File: config.mk
export PLATFORM = sky130hd
export DESIGN_NAME = num_sep_matrix_loader
export DESIGN_NICKNAME = d
export VERILOG_FILES = /design/src/rtl/num_sep_matrix_loader.sv
export SDC_FILE = /design/constraint.sdc
export NUM_CORES = 1
export LEC_CHECK = 0
export ABC_AREA = 1
export CORE_ASPECT_RATIO = 0.7
export CORE_MARGIN = 5
export CORE_UTILIZATION = 40
export DETAILED_ROUTE_END_ITERATION = 12
export DONT_BUFFER_PORTS = 1
export SYNTH_ARGS = -nofsm -noshare
export SYNTH_HDL_FRONTEND = slang
export SYNTH_SLANG_ARGS = --single-unit
File: constraint.sdc
create_clock -name clk -period 5.96 [get_ports clk]
set_clock_uncertainty 0.15 [all_clocks]
set_input_delay 0.596 -clock clk [delete_from_list [all_inputs] [get_ports clk]]
set_output_delay 0.596 -clock clk [all_outputs]
set_load 0.005 [all_outputs]
File: src/rtl/num_sep_matrix_loader.sv
// Purpose : sequences the ASCII number separator (clear, wait, read back), validates the
//           leading rows/cols header and streams the remaining numbers as matrix elements.
// Latency : sep_done -> first elem_valid in 6th cycle; >= 2 cycles per element.
// Backpr. : elem_data/elem_valid/elem_last held stable until elem_ready; RAM reads stall meanwhile.
//
// Ports:
//   clk, rst_n                  clock, asynchronous active-low reset
//   start, abort, busy          control: start accepted in IDLE only, abort returns to IDLE
//   sep_buf_clear               clear pulse (CLEAR_CYCLES long) to the separator
//   sep_done, sep_invalid       separator status levels
//   sep_num_count               number of integers the separator produced
//   sep_rd_addr, sep_rd_data    separator RAM read port (data one cycle after address)
//   mat_rows, mat_cols          validated header, valid from header check until next start
//   elem_data/valid/ready/last  element stream
//   load_done, load_err         one-cycle completion pulses
//   err_code                    0 invalid, 1 timeout, 2 bad dims, 3 count mismatch
module num_sep_matrix_loader #(
    parameter int MAX_DIM      = 5,
    parameter int DIM_WIDTH    = 3,
    parameter int ADDR_WIDTH   = 11,
    parameter int DATA_WIDTH   = 32,
    parameter int CLEAR_CYCLES = 4,
    parameter int TIMEOUT      = 1000000
) (
    input  logic                  clk,
    input  logic                  rst_n,
    input  logic                  start,
    input  logic                  abort,
    output logic                  busy,
    output logic                  sep_buf_clear,
    input  logic                  sep_done,
    input  logic                  sep_invalid,
    input  logic [10:0]           sep_num_count,
    output logic [ADDR_WIDTH-1:0] sep_rd_addr,
    input  logic [DATA_WIDTH-1:0] sep_rd_data,
    output logic [DIM_WIDTH-1:0]  mat_rows,
    output logic [DIM_WIDTH-1:0]  mat_cols,
    output logic [DATA_WIDTH-1:0] elem_data,
    output logic                  elem_valid,
    input  logic                  elem_ready,
    output logic                  elem_last,
    output logic                  load_done,
    output logic                  load_err,
    output logic [1:0]            err_code
);

    // Element counts are evaluated at the width of sep_num_count.
    localparam int CW      = 11;
    localparam int CNT_MAX = (TIMEOUT > CLEAR_CYCLES) ? TIMEOUT : CLEAR_CYCLES;
    localparam int CNT_W   = $clog2(CNT_MAX + 1);

    localparam logic signed [DATA_WIDTH-1:0] ZERO_S = '0;
    localparam logic signed [DATA_WIDTH-1:0] MAX_S  = DATA_WIDTH'(MAX_DIM);

    typedef enum logic [3:0] {
        ST_IDLE,
        ST_CLEAR,
        ST_WAIT,
        ST_HDR0,
        ST_HDR1,
        ST_HDR2,
        ST_CHECK,
        ST_ADDR,
        ST_DATA,
        ST_DONE,
        ST_ERR
    } state_t;

    state_t                  state_q, state_d;
    logic [CNT_W-1:0]        cnt_q;
    logic [DATA_WIDTH-1:0]   rows_raw_q, cols_raw_q;
    logic [DIM_WIDTH-1:0]    mat_rows_q, mat_cols_q;
    logic [CW-1:0]           idx_q, idx_d;
    logic [ADDR_WIDTH-1:0]   addr_q, addr_d;
    logic [1:0]              err_q, err_d;
    logic [DATA_WIDTH-1:0]   elem_q;
    logic                    held_q;

    logic signed [DATA_WIDTH-1:0] rows_s, cols_s;
    logic [CW-1:0]           rows_ext, cols_ext, elem_total;
    logic                    dims_bad, count_ok, is_last;

    // Header checks use the full signed word so negative or huge values are rejected
    // before the low bits are trusted for the element count.
    assign rows_s     = rows_raw_q;
    assign cols_s     = cols_raw_q;
    assign dims_bad   = (rows_s <= ZERO_S) || (rows_s > MAX_S) ||
                        (cols_s <= ZERO_S) || (cols_s > MAX_S);
    assign rows_ext   = CW'(rows_raw_q[DIM_WIDTH-1:0]);
    assign cols_ext   = CW'(cols_raw_q[DIM_WIDTH-1:0]);
    assign elem_total = rows_ext * cols_ext;
    assign count_ok   = (sep_num_count == (CW'(2) + elem_total));
    assign is_last    = (idx_q == (elem_total - CW'(1)));

    always_comb begin
        state_d = state_q;
        idx_d   = idx_q;
        addr_d  = addr_q;
        err_d   = err_q;
        case (state_q)
            ST_IDLE: begin
                if (start) begin
                    state_d = ST_CLEAR;
                    err_d   = 2'd0;
                end
            end
            ST_CLEAR: begin
                if (cnt_q == CNT_W'(CLEAR_CYCLES - 1)) state_d = ST_WAIT;
            end
            ST_WAIT: begin
                if (sep_invalid) begin
                    state_d = ST_ERR;
                    err_d   = 2'd0;
                end else if (sep_done) begin
                    state_d = ST_HDR0;
                    addr_d  = '0;
                end else if (cnt_q == CNT_W'(TIMEOUT - 1)) begin
                    state_d = ST_ERR;
                    err_d   = 2'd1;
                end
            end
            ST_HDR0: begin
                state_d = ST_HDR1;
                addr_d  = ADDR_WIDTH'(1);
            end
            ST_HDR1: state_d = ST_HDR2;
            ST_HDR2: state_d = ST_CHECK;
            ST_CHECK: begin
                if (dims_bad) begin
                    state_d = ST_ERR;
                    err_d   = 2'd2;
                end else if (!count_ok) begin
                    state_d = ST_ERR;
                    err_d   = 2'd3;
                end else begin
                    state_d = ST_ADDR;
                    idx_d   = '0;
                    addr_d  = ADDR_WIDTH'(2);
                end
            end
            ST_ADDR: state_d = ST_DATA;
            ST_DATA: begin
                if (elem_ready) begin
                    if (is_last) begin
                        state_d = ST_DONE;
                    end else begin
                        state_d = ST_ADDR;
                        idx_d   = idx_q + CW'(1);
                        // address of the next element: 2 + (idx + 1)
                        addr_d  = ADDR_WIDTH'(idx_q) + ADDR_WIDTH'(3);
                    end
                end
            end
            ST_DONE: state_d = ST_IDLE;
            ST_ERR:  state_d = ST_IDLE;
            default: state_d = ST_IDLE;
        endcase
        // abort wins over everything, including a start in IDLE
        if (abort) begin
            state_d = ST_IDLE;
            idx_d   = idx_q;
            addr_d  = addr_q;
            err_d   = err_q;
        end
    end

    always_ff @(posedge clk or negedge rst_n) begin
        if (!rst_n) begin
            state_q    <= ST_IDLE;
            cnt_q      <= '0;
            rows_raw_q <= '0;
            cols_raw_q <= '0;
            mat_rows_q <= '0;
            mat_cols_q <= '0;
            idx_q      <= '0;
            addr_q     <= '0;
            err_q      <= '0;
            elem_q     <= '0;
            held_q     <= 1'b0;
        end else begin
            state_q <= state_d;
            idx_q   <= idx_d;
            addr_q  <= addr_d;
            err_q   <= err_d;

            // one counter serves both CLEAR length and WAIT timeout; restarts on every state change
            if (state_d != state_q) begin
                cnt_q <= '0;
            end else if (state_q == ST_CLEAR || state_q == ST_WAIT) begin
                cnt_q <= cnt_q + CNT_W'(1);
            end

            if (state_q == ST_HDR1) rows_raw_q <= sep_rd_data;
            if (state_q == ST_HDR2) cols_raw_q <= sep_rd_data;

            if (state_q == ST_IDLE && start && !abort) begin
                mat_rows_q <= '0;
                mat_cols_q <= '0;
            end else if (state_q == ST_CHECK && state_d == ST_ADDR) begin
                mat_rows_q <= rows_raw_q[DIM_WIDTH-1:0];
                mat_cols_q <= cols_raw_q[DIM_WIDTH-1:0];
            end

            // RAM data is only valid in the first S_DATA cycle's own timing slot, so it is
            // passed straight through then and captured for any stall cycles that follow.
            if (state_q == ST_DATA) begin
                if (!held_q) elem_q <= sep_rd_data;
                held_q <= (state_d == ST_DATA);
            end else begin
                held_q <= 1'b0;
            end
        end
    end

    assign busy          = (state_q != ST_IDLE);
    assign sep_buf_clear = (state_q == ST_CLEAR);
    assign sep_rd_addr   = addr_q;
    assign mat_rows      = mat_rows_q;
    assign mat_cols      = mat_cols_q;
    assign elem_valid    = (state_q == ST_DATA);
    assign elem_last     = elem_valid && is_last;
    assign elem_data     = (elem_valid && !held_q) ? sep_rd_data : elem_q;
    assign load_done     = (state_q == ST_DONE);
    assign load_err      = (state_q == ST_ERR);
    assign err_code      = err_q;

endmodule

# Yosys cells after proc, flatten, opt, wreduce, memory -nomap -nowiden
# Index checks and enable logic that the tools add are counted.
# W data, S select, Z words.
totals:
  register_bits: 151
  inputBits: 50
  output_inout_bits: 57
  wordCells: 110
op_classes:
  addsub: 5
  n_mul: 1
  n_lt_le_gt_ge: 4
  eq_ne: 27
  muxes: 38
  bitwise: 2
  n_reduce_logical: 22
ops:
  columns: ["op", "count"]
  rows:
  - ["$mux W11", 10]
  - ["$gt A32 B4 Y1 const B", 2]
  - ["$le A32 B1 Y1 const B", 2]
  - ["$pmux W11 S4", 1]
  - ["$mux W20", 2]
  - ["$mux W4", 10]
  - ["$pmux W4 S9", 1]
  - ["$mux W32", 1]
  - ["$pmux W11 S2", 1]
  - ["$add A20 B1 Y20 const B", 1]
  - ["$eq A20 B2 Y1 const B", 1]
  - ["$eq A20 B20 Y1 const B", 1]
  - ["$eq A4 B3 Y1 const B", 5]
  - ["$eq A4 B4 Y1 const B", 4]
  - ["$mux W2", 6]
  - ["$mux W3", 4]
  - ["$ne A2 B2 Y1 const B", 6]
  - ["$reduce_and A6 Y1", 2]
  - ["$add A11 B1 Y11 const B", 1]
  - ["$add A11 B2 Y11 const B", 1]
  - ["$eq A11 B11 Y1", 1]
  - ["$eq A11 B7 Y1", 1]
  - ["$ne A3 B3 Y1 const B", 3]
  - ["$eq A4 B2 Y1 const B", 2]
  - ["18 further kinds", 30]

# Longest topological paths before layout
# Gate-level depths: netlist (run 1).
depth:
  depth_word: 11
  mapped_depth: 22

# Worst setup path before layout (run 1)
# OpenSTA, ideal clock, no wires.
synth_path:
  path_kind: "flip-flop to flip-flop"
  start: "register rows_raw_q[0]"
  end: "register idx_q[1]"
  setup_time_ps: 119
  arrival_ps: 3077
  path_slack_ps: 2614
  path_stages_with_launch: 21
  n_path_buf: 1
  cell_sequence: "dfrtp_1 -> nand2_1 -> inv_1 -> fa_1 -> ha_1 -> fa_1 -> inv_2 -> nand2_1 -> nand2_1 -> nand2_1 -> nand2_1 -> nor2_1 -> nand3_1 -> nor2_2 -> nand2_1 -> nand2_2 -> nand3_4 -> nor2_4 -> buf_6 -> nand2_1 -> o21a_1"
synth_via:
  elab_chain_len: 6
synth_lines:
  columns: ["item", "line", "rtl"]
  rows:
  - ["start: declaration", "71", "logic [DATA_WIDTH-1:0] rows_raw_q, cols_raw_q;"]
  - ["start signal: assignment", "193", "if (state_q == ST_HDR1) rows_raw_q <= sep_rd_data;"]
  - ["branches (longest 5 deep; another with $add A2 B6 Y7)", null, null]
  - ["$reduce_and A6 Y1 (no source line) *", null, null]
  - ["end signal: assignment", "182", "idx_q <= idx_d;"]
  - ["end: declaration", "73", "logic [CW-1:0] idx_q, idx_d;"]
# Mark *: on every way between the ends.
# A chain may end at the register's enable or synchronous reset.

# Final worst setup path (run 1)
layout_path:
  start: "register rows_raw_q[0]"
  end: "register cnt_q[13]"
layout_via:
  elab_chain_len: 9
layout_lines:
  columns: ["item", "line", "rtl"]
  rows:
  - ["$mul A3 B3 Y6, or another cell as far along", "91", "assign elem_total = rows_ext * cols_ext;"]
  - ["$add A2 B6 Y7, or another cell as far along", "92", "assign count_ok = (sep_num_count == (CW'(2) + elem_total));"]
  - ["$eq A11 B7 Y1, or another cell as far along", "92", null]
  - ["$mux W4, or another cell as far along", "132", "end else if (!count_ok) begin"]
  - ["$mux W4 (on tied branches)", "129, 143", null]
  - ["$pmux W4 S9 *", "100", "case (state_q)"]
  - ["$mux W4 *", "159", "if (abort) begin"]
  - ["$ne A4 B4 Y1 *", "187", "if (state_d != state_q) begin"]
  - ["$mux W20 or $reduce_bool A2 Y1 (tied branches)", null, null]
  - ["end signal: assignment", "190", "cnt_q <= cnt_q + CNT_W'(1);"]
  - ["end: declaration", "70", "logic [CNT_W-1:0] cnt_q;"]
# Mark *: on every way between the ends. The rest lies on a longest branch, timed or not.

==> impl_results.md, run 1 <==
* Status: completed
* Sequential fraction of the synthesis area at 48.3%
* Power density cells at 408 nW/um^2
* Crit-path max FO at 20
* Multi-input gate area at roughly 3400 sq um
* Setup slack at placement at 1.64 ns
* Setup TNS at 0 ns
* Number of synthesized flops with an enable pin at 0
* Initial drt markers at between 400 and 500
* Clock Latency Late Sink at 0.43 ns
* Initial DRT Pass Iterations at 5
* Final slew viol count at 0
* Synth warnings at 0
* Gr ovfl total at 0
* Vias/cell at 4.97
* Final Power at between 0.003 and 0.004 W
* Most frequent CP cell: nand2_1
* Initial antenna violation count at 0
* H-tree depth at 4
* Arrival @ worst endpoint at between 4 and 5 ns
* Crit start category: flip-flop
* Layout cells sized above 1 at 8.55%
* Crit path buf inv count at 2
* Worst-path clk slew at approximately 0.070 ns
* Worst-margin pin slew at about 1.1 ns
* Die X at approximately 180 um
* Mapped Area at 7830 sq um
* Critical path's largest stage delay at a little under 0.8 ns
* Post-synth cell types at 43
* TritonCTS clock tree: done
* Mean Syn Cell Area at around 8.0 sq um
* Layout area overhead at 9.27%
* Synth area leader: dfrtp_1
* Main flop type after synthesis: dfrtp_1
* Fin crit share at slightly above 70%
* FF-to-FF path depth at 20
* Die area at approximately 23,000 sq um
* Gr usage total at about 18%
* CTS-repair resized insts at 0
* Top-count cell post-synth: nand2_1
* TritonCTS Buffers at 17
* Sink Count at about 150
* CP Class: flip-flop to flip-flop
* Placed insts at between 1,000 and 1,500
* P_leak at around 4.2 nW
* Mapped Cells at 981
* Final Non-Filler Cells at ~1,200
* F_max at between 200 and 250 MHz
* Hold Fails Final Rpt at 0
* Die Y at 127 um
* Worst Path Required at approximately 6.1 ns
* CP Capture Type: flip-flop
* Final nets at ~1,000
* WP depth at 20
* RSZ-0062 raised after global routing: no
* PnR worst setup slack at roughly 1.6 ns
* Top post-synthesis cells by count: nand2_1 (262), dfrtp_1 (151), o21ai_0 (118), inv_1 (106), nor2_1 (101)
* Number of synthesized register bits at around 150
* Finish-stage setup viols at 0
* Fillers at approximately 1,900
* Seq. cell area at between 3000 and 4000 sq um
* # port buffers at 0
* Initial core utilization at between 40% and 50%
* Routed wire length at a little under 20,000 um
* Tmin final at 4.32 ns
* CP Cell Sequence: nand2_1 -> inv_1 -> fa_1 -> ha_1 -> fa_1 -> inv_2 -> nand2_1 -> nand2_1 -> nand2_1 -> nand2_1 -> nor2_1 -> nand3_1 -> nor2_2 -> nand2_1 -> nand2_2 -> nand3_1 -> nand2_1 -> nand2_1 -> nand2_1 -> nor3_2
* Max-cap viol count at 0
* Routed wire per std cell at 15.5 um
* Crit-path slowest cell: nand2_1
* Worst slew margin at approximately a quarter
* Worst IR Drop VDD at roughly 240 uV
* DRC at 0
* Diodes inserted at 0
* Yosys top cell area share at between 40% and 50%
* ANT nets after route at 0
* CP delay by family, top: simple AND/OR/NAND/NOR gates
* CORE AREA at approximately 19,000 sq um
* CTS Buffer Depth at 2
* Path category of the worst min-delay check: input pin to asynchronous set/reset pin
* Ranking of synthesized cells by area: dfrtp_1 (48%), nand2_1 (13%), o21ai_0 (7.5%), inv_1 (5.1%), nor2_1 (4.8%)
* Gpl congestion at between 0.8 and 0.9
* Core Rows at between 40 and 50
* Global-route wire length before repair at 32,300 um
* Largest net degree at the start of global routing at roughly 150
* Asr flop ratio synth at 100%
* Ports at approximately 110
* Vias at approximately 6,200
* Syn nets at approximately 1,000
* Clock root cell: clkbuf_16
* Vias in the first global route at roughly 6,000
* Final HPWL DP at between 10,000 and 15,000 um
## metrics by stage
| stage | hold slack [ns] | utilization, % | area, sq um |
|---|---|---|---|
| after floorplan | 0.150 | - | 7830 |
| after global routing | 0.0953 | 44.9 | 8560 |
| after CTS | 0.0674 | 44.9 | 8560 |
| after global placement | 0.160 | 41.9 | 7990 |
| final | 0.0147 | 44.9 | 8560 |
| after detailed placement | 0.160 | 41.9 | 7990 |
## worst paths after layout
kind,from,end,slack (ns)
worst min register to register,rows_raw_q[27],rows_raw_q[27],0.33
worst max-delay path,rows_raw_q[0],cnt_q[13],1.64
worst max register to register,rows_raw_q[0],cnt_q[13],1.64
min in group clk,sep_rd_data[1],cols_raw_q[1],0.14
max in group asynchronous,rst_n,cols_raw_q[3],5.07
worst min-delay path,rst_n,elem_q[30],0.01
## state kept, by name (all words and copies together) (netlist names)
name	flops
mat_rows	3
rows_raw_q	32
held_q	1
elem_q	32
cnt_q	20
err_code	2
mat_cols	3
sep_rd_addr	11
state_q	4
idx_q	11
cols_raw_q	32
## final cells by class
type	instances	area share [%]
well taps	264	3.86
multi-input cells	687	40.3
repair buffers	2	0.409
clock buffers	18	5.02
inverters	111	4.93
flip-flops and latches	151	44.2
clock inverters	14	1.32
## power by group
group	internal, W	total (W)	switching, W
Sequential	0.00122	0.00135	0.000126
Clock	0.000544	0.00102	0.000480
Combinational	0.000381	0.00112	0.000738
Total	0.00215	0.00349	0.00134
## cell families after synthesis
group | synth area share (%)
xor gates and xnor gates | 2.80
DFF | 48.3
buffers and inverters | 7.70
adders and majority gates | 2.27
AOI/OAI and AO/OA | 9.86
muxes | 0.415
and+or+nand+nor | 28.7
## repair_timing
action,4_1_cts,5_1_grt
hold buffers,1,0
buffers inserted,0,0
endpoints found under the hold margin,151,0
## placed cells by master (no fill, tap or decap), types with 2 or more instances in the layout
cell type | synthesis | layout
nand2_1 | 262 | 262
dfrtp_1 | 151 | 151
o21ai_0 | 118 | 118
inv_1 | 106 | 106
nor2_1 | 101 | 101
nand3_1 | 63 | 63
xor2_1 | 23 | 23
nor3_2 | 20 | 20
clkbuf_16 | 0 | 17
nand4_1 | 16 | 16
a21oi_1 | 14 | 14
ha_1 | 11 | 11
nor2_2 | 7 | 7
inv_6 | 0 | 7
nand3b_1 | 5 | 5
nor3_1 | 5 | 5
nand2_2 | 4 | 4
inv_2 | 3 | 3
nand3_2 | 3 | 3
o211ai_1 | 3 | 3
or2_2 | 3 | 3
clkinv_4 | 1 | 3
a21oi_2 | 3 | 3
clkinv_2 | 0 | 3
and2_0 | 2 | 2
o21ai_1 | 2 | 2
o31ai_1 | 2 | 2
mux2_2 | 2 | 2
and3_1 | 2 | 2
nor2_4 | 2 | 2
o21a_1 | 2 | 2
xnor2_1 | 2 | 2
fa_1 | 2 | 2
## routing by layer
| metal | GRT usage [%] | share of wire, % |
|---|---|---|
| met1 | 28.7 | 53 |
| met2 | 23.5 | 39 |
| met3 | 4.55 | 6.5 |
| met4 | 5.46 | 1.3 |
| met5 | 0 | 0 |
No activity file was read; power rests on OpenSTA's default activity.
==> run 2, diff against run 1 <==
clock period = 3.8 ns   (was 5.96 ns; I/O delays follow)
==> impl_results.md, run 2 (synthesized netlist as in run 1, its figures left out) <==
* Sequential Power Share at between 30% and 40%
* Gr usage total at between 10% and 20%
* Fin crit share at a little over nine tenths
* Placed insts at between 1,000 and 1,500
* Leading cell type in the layout, fill and taps excluded: nand2_1
* Vias/cell at approximately 4.9
* CP Class: flip-flop to flip-flop
* Global-route wire length before repair at between 30,000 and 40,000 um
* Int Power at roughly 0.0035 W
* CP Capture Type: flip-flop
* # port buffers at 0
* CP startpoint: cols_raw_q[2]
* CORE AREA at 19,100 sq um
* Reg2reg end: cnt_q[14]
* Sink Count at 151
* R2R setup slack at 0.23 ns
* Final Power at about 0.0056 W
* Worst-margin pin slew at a little over 1 ns
* Ports at around 110
* Die X at approximately 180 um
* Finish-stage setup viols at 0
* Worst slew margin at 30.7%
* TritonCTS clock tree: done
* Final HPWL DP at 13,600 um
* Hold_buf cts at 15
* H-tree depth at 4
* Max-cap viol count at 0
* Critical path's largest stage delay at ~0.53 ns
* Power density cells at approximately 630 nW/um^2
* F_max at roughly 280 MHz
* RSZ-0062 raised after global routing: yes
* Initial antenna violation count at 1
* Crit-path max FO at 20
* Final nets at roughly 1,100
* Util after Layout at a little under half
* Routed wire per std cell at approximately 15 um
* Final slew viol count at 0
* Crit-path slowest cell: fa_1
* Top Registers: cols_raw_q: 32 flops, elem_q: 32 flops, rows_raw_q: 32 flops
* Fillers at between 1,500 and 2,000
* Core Rows at between 40 and 50
* Most frequent CP cell: nand2_1
* Final Non-Filler Cells at 1,279
* Setup TNS at 0 ns
* Clock Latency Late Sink at between 0.4 and 0.5 ns
* Initial core utilization at 41.1%
* Vias in the first global route at a little under 6,000
* Fin Hold WS at -0.504 ns
* Layout area overhead at 14.3%
* CP Cell Sequence: nand2_1 -> inv_1 -> fa_1 -> ha_2 -> fa_2 -> inv_2 -> nand3_1 -> nor2_2 -> nand2_1 -> nand2_1 -> nand2_1 -> nor2_4 -> nand3_1 -> nand2_1 -> nand2_1 -> nand2_1 -> nand2_1 -> nand2_1 -> nand3_2 -> buf_12 -> nor3_2
* Routed wire length at 19,100 um
* Initial drt markers at 420
* DRC at 0
* Path category of the worst min-delay check: input pin to asynchronous set/reset pin
* Diodes inserted at 0
* Die Y at ~130 um
* Largest net degree at the start of global routing at around 150
* Multi-input gate area at between 3000 and 4000 sq um
* Worst Path Required at about 4.0 ns
* Hold Fails Final Rpt at between 150 and 200
* Worst r2r src: cols_raw_q[2]
* Sw Share at 37.4%
* Arrival @ worst endpoint at 3.77 ns
* Seq. cell area at between 3000 and 4000 sq um
* Vias at roughly 6,300
* Status: finished with violations
* Sw power at approximately 0.0021 W
* Initial DRT Pass Iterations at 5
* TritonCTS Buffers at 17
* ANT nets after route at 0
* Commonest non-fill, non-tap cells in the layout: nand2_1 (262), dfrtp_1 (151), o21ai_0 (117)
* Layout cells sized above 1 at 10.6%
* Crit start category: flip-flop
* Die area at roughly 23,000 sq um
* Worst-path clk slew at about 0.07 ns
* Worst IR Drop VDD at between 200 and 300 uV
* P_leak at roughly 4.3 nW
* Violated checks: hold timing
* CTS Buffer Depth at 2
* FF-to-FF path depth at 21
* Gr ovfl total at 0
* Clock root cell: clkbuf_16
* Gpl congestion at 0.855
* Combinational power share at between 30% and 40%
* Clk network pwr share at between 20% and 30%
* Tmin final at around 3.6 ns
-- run 2: changes by cell type in the layout (fill, tap and decap cells not counted), sizes merged --
cell and delta:
clkbuf -1, clkinv -1, dlygate4sd3 +15, buf +17, clkinvlp +1, bufinv +1
-- run 2: timing repair --
action                                  CTS  global route
resized for setup                         0            11
pin swaps                                 1             6
gates cloned                              0             0
buffers inserted                          1             4
endpoints found under the setup margin    1            50
hold endpoints to repair                175           151
-- run 2: metrics by stage --
| step | hold slack (ns) | area, sq um | worst slack [ns] |
|---|---|---|---|
| floorplan | -0.0656 | 7830 | 0.454 |
| global placement | -0.0571 | 8120 | 0.176 |
| detailed placement | -0.0579 | 8120 | 0.0229 |
| CTS | -0.516 | 8870 | 0.0654 |
| global route | -0.523 | 8950 | -0.0126 |
| finish | -0.504 | 8950 | 0.225 |
-- run 2: critical path, delay by kind of cell (launching register included) --
kind | cells | cell delay, ns
adder cells (fa/ha/maj) | 3 | 1.21
buffers and inverters | 3 | 0.35
flip-flops | 1 | 0.37
AND/OR/NAND/NOR | 15 | 1.41
-- run 2: power by group through the flow --
| stage | registers [W] | logic [W] | clock network, W |
|---|---|---|---|
| 2_1_floorplan | 0.00208 | 0.00137 | 0 |
| 3_3_place_gp | 0.00211 | 0.00170 | 0 |
| 3_5_place_dp | 0.00212 | 0.00175 | 0 |
| 4_1_cts | 0.00209 | 0.00177 | 0.00171 |
| 5_1_grt | 0.00213 | 0.00212 | 0.00179 |
| 6_report | 0.00209 | 0.00184 | 0.00168 |
-- run 2: final cells by class --
cell class	count	area share, %
timing repair buffer	34	3.91
clock buffer	17	4.75
sequential	151	42.2
clock inverter	15	1.83
multi-input combinational	687	38.9
inverter	111	4.71
tap	264	3.69
-- run 2: how the worst max path moves through the flow --
stage	to	cells after the start
2_1_floorplan	idx_q[1]	20
3_3_place_gp	mat_rows[1]	20
3_5_place_dp	idx_q[1]	20
4_1_cts	idx_q[3]	21
5_1_grt	mat_rows[1]	20
6_report	cnt_q[14]	21
-- run 2: metal layers --
layer / GRT usage (%) / wire, um / part of all wire [%]
met3: 4.96 / 1250 / 6.5
met4: 3.82 / 104 / 0.54
met5: 0 / 13 / 0.068
met2: 23.2 / 7650 / 40
met1: 27.5 / 10100 / 53
